**src/rtl/dbg_reg_arb_pkg.sv**
```systemverilog
// Shared debug definitions: FSM encodings, default widths and timeout, arbitration helper.
// Latency: n/a (types, constants and a pure function only).
// Backpressure: n/a.
package dbg_reg_arb_pkg;

    // Widths of the core debug register interface.
    localparam int DBG_DATA_W      = 32;
    localparam int DBG_REGNO_W     = 16;

    // Access watchdog: default cycle budget and counter width.
    localparam int DBG_TIMEOUT_CYC = 256;
    localparam int DBG_TO_W        = 16;

    // Transaction sequencer states.
    typedef enum logic [1:0] {
        ST_IDLE   = 2'd0,
        ST_ACCESS = 2'd1,
        ST_RESP   = 2'd2
    } dbg_state_e;

    // Two-way round-robin pick. A lone requester always wins. Under contention the
    // requester that was not served last wins. last_grant is the index of the
    // previous winner. The result is one-hot, or zero when nobody requests.
    function automatic logic [1:0] rr_pick(input logic [1:0] req, input logic last_grant);
        logic [1:0] gnt;
        gnt = req;
        if (req == 2'b11) begin
            gnt = last_grant ? 2'b01 : 2'b10;
        end
        return gnt;
    endfunction

endpackage

```
**src/rtl/dbg_rr_arb2.sv**
```systemverilog
// Two-input round-robin grant with a last-winner register updated on acceptance.
// Latency: grant is combinational from req_i; history updates on the clock after upd_i.
// Backpressure: none internally; the caller qualifies the grant with its own ready condition.
module dbg_rr_arb2
    import dbg_reg_arb_pkg::*;
(
    input  logic       clk_i,
    input  logic       rst_i,
    input  logic [1:0] req_i,
    input  logic       upd_i,
    output logic [1:0] gnt_o
);

    logic last_q;
    logic last_d;

    // Combinational grant from the current requests and the previous winner.
    always_comb begin
        gnt_o = rr_pick(req_i, last_q);
    end

    // Remember the winner only when its transaction is actually accepted.
    always_comb begin
        last_d = last_q;
        if (upd_i) begin
            last_d = gnt_o[1];
        end
    end

    // Reset to 1 so that requester 0 wins the first contention.
    always_ff @(posedge clk_i or posedge rst_i) begin
        if (rst_i) begin
            last_q <= 1'b1;
        end else begin
            last_q <= last_d;
        end
    end

endmodule

```
**src/rtl/dbg_reg_arb.sv**
```systemverilog
// Arbitrates two debug requesters onto the core's single debug register port, one transaction at a time.
// Latency: accept at N -> access from N+1; completion at M -> response at M+1 (3-cycle minimum round trip).
// Backpressure: requesters see ready only in IDLE; a held response stalls everything until the owner takes it.
module dbg_reg_arb
    import dbg_reg_arb_pkg::*;
#(
    parameter int DATA_W      = DBG_DATA_W,
    parameter int REGNO_W     = DBG_REGNO_W,
    parameter int TIMEOUT_CYC = DBG_TIMEOUT_CYC,
    parameter int TO_W        = DBG_TO_W
) (
    input  logic               sys_clk,
    input  logic               sys_rst,

    input  logic               req0_valid,
    output logic               req0_ready,
    input  logic               req0_wr1_rd0,
    input  logic [REGNO_W-1:0] req0_regno,
    input  logic [DATA_W-1:0]  req0_wdata,
    output logic               rsp0_valid,
    input  logic               rsp0_ready,
    output logic [DATA_W-1:0]  rsp0_data,
    output logic               rsp0_err,

    input  logic               req1_valid,
    output logic               req1_ready,
    input  logic               req1_wr1_rd0,
    input  logic [REGNO_W-1:0] req1_regno,
    input  logic [DATA_W-1:0]  req1_wdata,
    output logic               rsp1_valid,
    input  logic               rsp1_ready,
    output logic [DATA_W-1:0]  rsp1_data,
    output logic               rsp1_err,

    output logic               dbg_reg_access,
    output logic               dbg_wr1_rd0,
    output logic [REGNO_W-1:0] dbg_regno,
    output logic [DATA_W-1:0]  dbg_write_data,
    input  logic               dbg_read_data_valid,
    input  logic [DATA_W-1:0]  dbg_read_data
);

    // Counter value on the last cycle of ACCESS before the watchdog fires.
    localparam logic [TO_W-1:0] TO_LAST = TO_W'(TIMEOUT_CYC - 1);

    dbg_state_e         state_q, state_d;
    logic               wr_q, wr_d;
    logic [REGNO_W-1:0] regno_q, regno_d;
    logic [DATA_W-1:0]  wdata_q, wdata_d;
    logic               owner_q, owner_d;
    logic [DATA_W-1:0]  rsp_data_q, rsp_data_d;
    logic               rsp_err_q, rsp_err_d;
    logic [TO_W-1:0]    cnt_q, cnt_d;

    logic [1:0]         gnt;
    logic               acc0;
    logic               acc1;
    logic               owner_rsp_rdy;

    // Readies depend only on state and the request valids, never on rsp_ready.
    assign req0_ready = (state_q == ST_IDLE) & gnt[0];
    assign req1_ready = (state_q == ST_IDLE) & gnt[1];
    assign acc0       = req0_valid & req0_ready;
    assign acc1       = req1_valid & req1_ready;

    dbg_rr_arb2 u_rr (
        .clk_i (sys_clk),
        .rst_i (sys_rst),
        .req_i ({req1_valid, req0_valid}),
        .upd_i (acc0 | acc1),
        .gnt_o (gnt)
    );

    assign owner_rsp_rdy = owner_q ? rsp1_ready : rsp0_ready;

    // Next-state logic: capture on acceptance, wait for completion or timeout, hold the response.
    always_comb begin
        state_d    = state_q;
        wr_d       = wr_q;
        regno_d    = regno_q;
        wdata_d    = wdata_q;
        owner_d    = owner_q;
        rsp_data_d = rsp_data_q;
        rsp_err_d  = rsp_err_q;
        cnt_d      = cnt_q;
        case (state_q)
            ST_IDLE: begin
                if (acc0 | acc1) begin
                    owner_d = acc1;
                    wr_d    = acc1 ? req1_wr1_rd0 : req0_wr1_rd0;
                    regno_d = acc1 ? req1_regno   : req0_regno;
                    wdata_d = acc1 ? req1_wdata   : req0_wdata;
                    cnt_d   = '0;
                    state_d = ST_ACCESS;
                end
            end
            ST_ACCESS: begin
                // Completion takes priority over a timeout landing in the same cycle.
                if (dbg_read_data_valid) begin
                    rsp_data_d = wr_q ? '0 : dbg_read_data;
                    rsp_err_d  = 1'b0;
                    state_d    = ST_RESP;
                end else if (cnt_q == TO_LAST) begin
                    rsp_data_d = '0;
                    rsp_err_d  = 1'b1;
                    state_d    = ST_RESP;
                end else begin
                    cnt_d = cnt_q + TO_W'(1);
                end
            end
            ST_RESP: begin
                // Late core completions are ignored here; the response stays frozen.
                if (owner_rsp_rdy) begin
                    cnt_d   = '0;
                    state_d = ST_IDLE;
                end
            end
            default: begin
                state_d = ST_IDLE;
            end
        endcase
    end

    // State, captured request fields, response and watchdog registers.
    always_ff @(posedge sys_clk or posedge sys_rst) begin
        if (sys_rst) begin
            state_q    <= ST_IDLE;
            wr_q       <= 1'b0;
            regno_q    <= '0;
            wdata_q    <= '0;
            owner_q    <= 1'b0;
            rsp_data_q <= '0;
            rsp_err_q  <= 1'b0;
            cnt_q      <= '0;
        end else begin
            state_q    <= state_d;
            wr_q       <= wr_d;
            regno_q    <= regno_d;
            wdata_q    <= wdata_d;
            owner_q    <= owner_d;
            rsp_data_q <= rsp_data_d;
            rsp_err_q  <= rsp_err_d;
            cnt_q      <= cnt_d;
        end
    end

    // Core port: the strobe follows the registered state, so reset drops it asynchronously.
    assign dbg_reg_access = (state_q == ST_ACCESS);
    assign dbg_wr1_rd0    = wr_q;
    assign dbg_regno      = regno_q;
    assign dbg_write_data = wdata_q;

    // Response mux: only the owner sees valid; the other side reads all zeros.
    assign rsp0_valid = (state_q == ST_RESP) & ~owner_q;
    assign rsp1_valid = (state_q == ST_RESP) &  owner_q;
    assign rsp0_data  = rsp0_valid ? rsp_data_q : '0;
    assign rsp1_data  = rsp1_valid ? rsp_data_q : '0;
    assign rsp0_err   = rsp0_valid & rsp_err_q;
    assign rsp1_err   = rsp1_valid & rsp_err_q;

endmodule

```
**config.mk**
```make
export PLATFORM = sky130hd
export DESIGN_NAME = dbg_reg_arb
export DESIGN_NICKNAME = d
export VERILOG_FILES = /design/src/rtl/dbg_reg_arb_pkg.sv /design/src/rtl/dbg_rr_arb2.sv /design/src/rtl/dbg_reg_arb.sv
export SDC_FILE = /design/constraint.sdc
export NUM_CORES = 1
export LEC_CHECK = 0
export CORE_MARGIN = 10
export CORE_UTILIZATION = 40
export CTS_CLUSTER_DIAMETER = 100
export CTS_CLUSTER_SIZE = 30
export DETAILED_ROUTE_END_ITERATION = 16
export PLACE_DENSITY = 0.81
export SLEW_MARGIN = 20
export SYNTH_ARGS = -nofsm -noshare
export SYNTH_HDL_FRONTEND = slang
export SYNTH_SLANG_ARGS = --single-unit
```
**constraint.sdc**
```tcl
create_clock -name sys_clk -period 4.4 [get_ports sys_clk]
set_input_delay 0.88 -clock sys_clk [delete_from_list [all_inputs] [get_ports sys_clk]]
set_output_delay 0.88 -clock sys_clk [all_outputs]
set_load 0.005 [all_outputs]
```
## After elaboration in Yosys (flattened, before gate mapping)

Cells that the tools add are included.
W data, S select, Z words.

- $add $sub $neg: 1
- Equality and inequality tests: 9
- Muxes and demuxes: 23
- Bitwise gates (word level): 10
- Reductions and logical operators: 7

Operators by type and width:

| kind | number |
|---|---|
| $mux W32 | 6 |
| $mux W16 | 5 |
| $pmux W16 S3 | 1 |
| $add A16 B1 Y16 const B | 1 |
| $eq A16 B8 Y1 const B | 1 |
| $mux W2 | 6 |
| $and A1 B1 Y1 | 8 |
| $ne A2 B2 Y1 const B | 3 |
| $pmux W2 S3 | 1 |
| $reduce_and A5 Y1 | 1 |
| $eq A2 B2 Y1 const B | 2 |
| $mux W1 | 4 |
| $reduce_and A2 Y1 | 2 |
| $ne A3 B1 Y1 const B | 1 |
| $reduce_and A3 Y1 | 1 |
| $reduce_bool A3 Y1 | 1 |
| $eq A2 B1 Y1 const B | 1 |
| $logic_not A2 Y1 | 1 |
| $ne A2 B1 Y1 const B | 1 |
| $reduce_bool A2 Y1 | 1 |
| $not A1 Y1 | 1 |
| $or A1 B1 Y1 | 1 |

- Bits in registers: 102
- Input port bits: 137
- Output and inout port bits: 120
- Word-level logic and storage cells: 59

## Longest topological paths before layout

Gate-level depths: netlist (run 1).

- Depth after elaboration: 7
- Gate-level depth with buffers: 6
- Mapped depth without buffers: 5

## Hierarchy

Synthesis (run 1) repeated with hierarchy kept, for this count alone.

- Cells, all modules: 575
- Area total of the unflattened synthesis: 5,332.6 um^2

Modules (own cells, without submodules):

| module | instances | cells an instance | area each (um^2) | sequential area each (um^2) |
|---|---|---|---|---|
| dbg_reg_arb | 1 | 569 | 5,265.0 | 2,527.4 |
| dbg_rr_arb2 | 1 | 6 | 67.6 | 26.3 |

## Worst setup path after synthesis (run 1)

No wires, ideal clock.

- Kind: input -> output
- From: input req0_valid
- To: output req1_ready
- Data arrival time: 1,367 ps
- Required time: 3,520 ps
- Setup slack: 2,153 ps
- Cell stages on the path: 4
- Buffers on the path: 1
- Path through: nand2_1 nand3_1 buf_2 inv_1

- Cells in the longest elaborated chain, start to end: 3

RTL lines:

| what | RTL line | source |
|---|---|---|
| start: declaration | dbg_reg_arb.sv:15 | `input logic req0_valid,` |
| $eq A2 B2 Y1 | dbg_reg_arb_pkg.sv:27 | `if (req == 2'b11) begin` |
| $mux W2 | dbg_reg_arb_pkg.sv:27 |  |
| $and A1 B1 Y1 | dbg_reg_arb.sv:62 | `assign req1_ready = (state_q == ST_IDLE) & gnt[1];` |
| end: declaration | dbg_reg_arb.sv:26 | `output logic req1_ready,` |

No other way between the ends.

## Worst setup path in the final report (run 1)

- From: register state_q[0]
- To: output rsp1_data[27]

- Cells in the longest elaborated chain, start to end: 3

RTL lines:

| what | RTL line | source |
|---|---|---|
| start: declaration | dbg_reg_arb.sv:46 | `dbg_state_e state_q, state_d;` |
| start signal: assignment | dbg_reg_arb.sv:136 | `state_q <= state_d;` |
| $eq A2 B2 Y1 | dbg_reg_arb.sv:155 | `assign rsp1_valid = (state_q == ST_RESP) & owner_q;` |
| $and A1 B1 Y1 | dbg_reg_arb.sv:155 |  |
| $mux W32 | dbg_reg_arb.sv:157 | `assign rsp1_data = rsp1_valid ? rsp_data_q : '0;` |
| end: declaration | dbg_reg_arb.sv:32 | `output logic [DATA_W-1:0] rsp1_data,` |

No other way between the ends.

==> results of run 1 <==
where the power goes:
| group | switching, mW | total, mW | internal (mW) |
|---|---|---|---|
| sequential | 0.269 | 1.61 | 1.35 |
| combinational | 0.908 | 1.92 | 1.01 |
| clock | 0.313 | 0.924 | 0.610 |
cells in the mapped netlist, drive strengths merged, types with 5 or more instances:
cell type  instances
nand4              5
a21oi              5
xnor2              6
or4                5
clkbuf            29
nor2              14
nand2             60
inv                8
dfrtp            101
nor4               8
mux2i             50
and3              67
buf               10
o21ai             53
nand3              7
a22o              33
area by class of cell:
type | count | area share (%)
Antenna cell | 1 | 0.03126
Clock buffer | 11 | 2.908
Clock inverter | 4 | 1.501
Inverter | 9 | 0.4846
Multi-Input combinational cell | 338 | 27.78
Sequential cell | 102 | 31.91
Tap cell | 168 | 2.626
Timing Repair Buffer | 264 | 32.77
worst max-delay path: cells and delay by family (launching register included):
kind | cells | cell delay, ns
and+or+nand+nor | 2 | 0.91
DFF | 1 | 0.43
buffers and inverters | 2 | 0.92
logic make-up (layout without fill, tap and decap cells):
logic type	count (synthesis)	count (layout)	synth area share, %
compound gates	101	101	13.39
xor+xnor	6	6	1.061
fa+ha+maj	1	1	0.2526
buf+inv	48	288	3.891
flops	102	102	51.57
mux	51	51	10.33
other cells	0	1	0
simple gates	179	179	19.50
layer usage:
layer  routed length, um  GRT usage [%]  share of wire (%)  vias to the layer above
li1                    -              -                  -                     2234
met1                6333          20.77                 38                     2156
met2                7871          30.43                 48                      232
met3                1916          9.413                 12                       23
met4                 333          5.439                2.0                        0
met5                   0              0                  0                        -
registers in the layout, summed over array words and instances, names as in the netlist:
signal          cells
state_q             2
u_rr.last_q         1
dbg_regno          16
owner_q             1
rsp_data_q         32
rsp_err_q           1
dbg_wr1_rd0         1
dbg_write_data     32
cnt_q              16
worst max path at each step:
stage                                       from                    to  slack, ns
after floorplan                          sys_rst  cnt_q[0]$_DFFE_PP0P_       0.85
after global placement                req1_valid            req0_ready       1.24
after global routing      state_q[0]$_DFFE_PP0P_         rsp1_data[30]       0.70
after detailed placement              req1_valid            req0_ready       1.24
final                     state_q[0]$_DFFE_PP0P_         rsp1_data[27]       0.93
after CTS                 state_q[0]$_DFFE_PP0P_         rsp1_data[30]       0.95
metrics by stage:
step	util [%]	cells	cell area [um2]
floorplan	-	488	4952
global placement	63.39	881	7646
detailed placement	63.39	881	7646
CTS	66.32	896	7999
global route	66.36	897	8004
finish	66.36	897	8004
==> impl_metrics.json, run 1 <==
{
  "status": "complete, no violations",
  "cts_tree": "done",
  "skew_ns": 0.01122,
  "endpoint_kind": "output pin",
  "async_flop_share_pct": 100.0,
  "dieArea_um2": 17230,
  "path_cells": "and2b_1, buf_4, and3_1, clkdlybuf4s50_1",
  "avgViaCountPerCell": 5.178,
  "io_pins": 257,
  "ys_seq_elements": 102,
  "io_buffers": 256,
  "min_path_cells": 2,
  "start_util_pct": 41.06,
  "reg2reg_from": "cnt_q[9]$_DFFE_PP0P_",
  "drtAntennaViolNets": 0,
  "rsz0062_at_grt": "no",
  "synth-seq-area-share_pct": 51.57,
  "synth.top_cell.area_share_pct": 51.04,
  "chipHeight_um": 131.3,
  "cts.hold.buffers_added": 0,
  "setup_viol": 0,
  "wirelength_mm": 16.46,
  "grt_pass1_wl_mm": 26.32,
  "drcViolationCount": 0,
  "vias": 4645,
  "total_power_mw": 4.458,
  "final_cell_mix": "clkdlybuf4s50_1, dfrtp_1, and3_1",
  "syn-num-nets": 626,
  "min_period_over_period_pct": 78.93,
  "grt_max_degree": 87,
  "die-width_um": 131.3,
  "synthFlopType": "dfrtp_1",
  "worstSkewPairLatency_ns": 0.33,
  "min_period_ns": 3.473,
  "fin_ws_ns": 0.9269,
  "path_class": "reg2out",
  "grt-ovfl-total": 0,
  "synth.area.top_cells": "dfrtp_1, mux2i_1, and3_1",
  "synth_area_um2": 4952,
  "final_nets": 862,
  "vdd_ir_drop_max_mv": 0.3903,
  "multi_input_area_um2": 2223,
  "synth_edf_count": 0,
  "hp-start": "dbg_write_data[6]$_DFFE_PP0P_",
  "grt_usage_pct": 18.58,
  "clk_pin_slew_ns": 0.06,
  "post-dp-hpwl_mm": 13.27,
  "drive_above_1_share_pct": 4.670,
  "synth_cell_types": 41,
  "worstPathMaxFanout": 36,
  "numCtsBuffers": 9,
  "r2r_slack_ns": 2.10,
  "yosysWarningCount": 0,
  "syn_to_final_growth_pct": 61.62,
  "relSlewSlack_pct": 47.39,
  "firstDrtPassIters": 5,
  "post_cts_resized": 0,
  "slew_viol_final": 0,
  "antenna_found_initial": 1,
  "clock_path_buffers": 2,
  "layout_commonest_cell": "clkdlybuf4s50_1",
  "fill_cells": 910,
  "slowest_delay_ns": 0.72,
  "cts_htree_levels": 3,
  "p_per_area_nw_per_um2": 556.9,
  "syn_inst": 488,
  "cts_sinks": 102,
  "hp-class": "reg2reg",
  "drtIter0Drc": 253,
  "worst_path_max_delay_cell": "and2b_1",
  "fin_tns_setup_ns": 0,
  "grt_pass1_vias": 4773,
  "hold_end": "dbg_write_data[6]$_DFFE_PP0P_",
  "wl_per_cell_um": 18.34,
  "fmax_mhz": 287.9,
  "coreArea_um2": 12060,
  "seq_area_um2": 2554,
  "maxCapViolations": 0,
  "whs_ns": 0.4773,
  "r2r_end": "rsp_data_q[25]$_DFFE_PP0P_",
  "yosys.area.top_type": "dfrtp_1",
  "worstPathRequired_ns": 3.52,
  "rows": 40,
  "worst_pin_slew_ns": 0.7883,
  "place_congestion": 0.8804,
  "dp_slack_ns": 1.243,
  "worst_r2r_path_depth": 5,
  "cts_setup_buffers": 0,
  "root_buffer": "clkbuf_16",
  "p_leak_nw": 3.800,
  "avgSynthCellArea_um2": 10.15,
  "worstSetupStartpointType": "register",
  "arrival_ns": 2.59,
  "hold_violations": 0
}
Power figures use the tool's default switching activity.
==> inputs of run 2 (changes only) <==
==> constraint.sdc (replaced) <==
create_clock -name sys_clk -period 3.3 [get_ports sys_clk]
set_input_delay 0.66 -clock sys_clk [delete_from_list [all_inputs] [get_ports sys_clk]]
set_output_delay 0.66 -clock sys_clk [all_outputs]
set_load 0.005 [all_outputs]
==> run 2 against run 1 <==
Register-to-register slack got worse by 1.1 ns. Clock power rose by 22%. First-iteration DRC count rose by 26%. Sequential cell count did not move. Die area did not move. Critical path depth did not move.
==> impl_metrics.json, run 2 (synthesized netlist as in run 1, its figures left out) <==
{
  "cts_sinks": 102,
  "avgViaCountPerCell": 5.213,
  "grt_max_degree": 98,
  "rsz0062_at_grt": "no",
  "chipHeight_um": 131.3,
  "start_util_pct": 41.06,
  "grt-ovfl-total": 0,
  "min_period_over_period_pct": 89.27,
  "status": "complete, no violations",
  "rows": 40,
  "path_cells": "and2b_1, buf_12, and3_1, clkdlybuf4s50_1",
  "drtIter0Drc": 318,
  "coreArea_um2": 12060,
  "grt_pass1_vias": 4965,
  "dieArea_um2": 17230,
  "root_buffer": "clkbuf_16",
  "dp_slack_ns": 0.5777,
  "min_period_ns": 2.946,
  "io_buffers": 256,
  "worst_r2r_path_depth": 6,
  "antenna_found_initial": 2,
  "wirelength_mm": 17.06,
  "cts_htree_levels": 3,
  "syn_to_final_growth_pct": 62.00,
  "p_leak_nw": 3.799,
  "power.share.clock_pct": 19.1,
  "endpoint_kind": "output pin",
  "skew_ns": 0.006406,
  "cts_tree": "done",
  "hp-start": "dbg_write_data[16]$_DFFE_PP0P_",
  "slew_viol_final": 0,
  "cts.hold.buffers_added": 0,
  "worstPathMaxFanout": 51,
  "switchingPower_mw": 2.016,
  "die-width_um": 131.3,
  "fmax_mhz": 339.4,
  "worst_path_max_delay_cell": "clkdlybuf4s50_1",
  "maxCapViolations": 0,
  "firstDrtPassIters": 4,
  "p_per_area_nw_per_um2": 733.1,
  "path_class": "reg2out",
  "layout_commonest_cell": "clkdlybuf4s50_1",
  "vdd_ir_drop_max_mv": 0.3752,
  "post-dp-hpwl_mm": 13.45,
  "min_path_cells": 2,
  "final_cell_mix": "clkdlybuf4s50_1, dfrtp_1, and3_1",
  "worst_pin_slew_ns": 0.8007,
  "drtAntennaViolNets": 0,
  "comb_power_share_pct": 44.2,
  "cts_setup_buffers": 0,
  "final_nets": 864,
  "arrival_ns": 2.29,
  "fin_ws_ns": 0.3540,
  "clock_path_buffers": 2,
  "seqPwrFrac_pct": 36.7,
  "p_sw_share_pct": 34.28,
  "vias": 4697,
  "io_pins": 257,
  "numCtsBuffers": 9,
  "hold_violations": 0,
  "worstSkewPairLatency_ns": 0.34,
  "clk_pin_slew_ns": 0.07,
  "reg2reg_from": "cnt_q[0]$_DFFE_PP0P_",
  "p_int_mw": 3.865,
  "worstSetupStartpointType": "register",
  "hold_end": "dbg_write_data[16]$_DFFE_PP0P_",
  "post_cts_resized": 0,
  "drive_above_1_share_pct": 4.925,
  "hp-class": "reg2reg",
  "r2r_end": "rsp_data_q[19]$_DFFE_PP0P_",
  "slowest_delay_ns": 0.55,
  "wl_per_cell_um": 18.94,
  "place_congestion": 0.8831,
  "setup_viol": 0,
  "worstPathRequired_ns": 2.64,
  "grt_usage_pct": 19.24,
  "drcViolationCount": 0,
  "grt_pass1_wl_mm": 27.27,
  "fin_tns_setup_ns": 0,
  "r2r_slack_ns": 0.98,
  "relSlewSlack_pct": 46.56
}
-- run 2: layer usage --
layer  up-vias  routed length [um]  global-route usage, %
met5         -                   0                      0
met4         0                 406                  7.169
met3        28                1966                  8.956
met2       260                8113                  31.54
met1      2169                6578                  21.38
li1       2240                   -                      -
-- run 2: worst max-delay path by stage --
stage,start,endpoint,slack [ns],cells after the start
global placement,req1_valid,req0_ready,0.58,4
detailed placement,req1_valid,req0_ready,0.58,4
finish,state_q[0]$_DFFE_PP0P_,rsp0_data[21],0.35,4
CTS,state_q[0]$_DFFE_PP0P_,rsp1_data[17],0.36,4
floorplan,dbg_read_data_valid,cnt_q[7]$_DFFE_PP0P_,1.29,5
global route,state_q[0]$_DFFE_PP0P_,rsp1_data[17],0.24,4
-- run 2: power by group through the flow --
stage               clock network [mW]  registers (mW)  logic, mW
finish                            1.13            2.16       2.60
global route                      1.20            2.22       2.88
CTS                               1.15            2.15       2.64
detailed placement                   0            2.16       2.63
global placement                     0            2.14       2.56
floorplan                            0            2.10       1.26
-- run 2: stage by stage --
stage | cells | utilization (%) | area [um2] | total power, mW | hold WS [ns]
2_1_floorplan | 488 | - | 4956 | 3.360 | 0.4716
3_3_place_gp | 883 | 63.84 | 7700 | 4.694 | 0.4612
4_1_cts | 899 | 66.47 | 8018 | 5.942 | 0.4846
6_report | 901 | 66.51 | 8023 | 5.881 | 0.4778
3_5_place_dp | 883 | 63.84 | 7700 | 4.797 | 0.4694
5_1_grt | 901 | 66.51 | 8023 | 6.302 | 0.5056
-- run 2: layout make-up --
type / instances / area [um2]
Antenna cell: 2 / 5.005
Clock buffer: 13 / 250.2
Clock inverter: 3 / 67.56
Fill cell: 938 / 4039
Inverter: 9 / 37.54
Multi-Input combinational cell: 338 / 2223
Sequential cell: 102 / 2554
Tap cell: 168 / 210.2
Timing Repair Buffer: 266 / 2675
-- run 2: critical path, delay by kind of cell (launching register included) --
family / cells / cell delay (ns)
and+or+nand+nor: 2 / 0.69
buffers and inverters: 2 / 0.80
DFF: 1 / 0.44
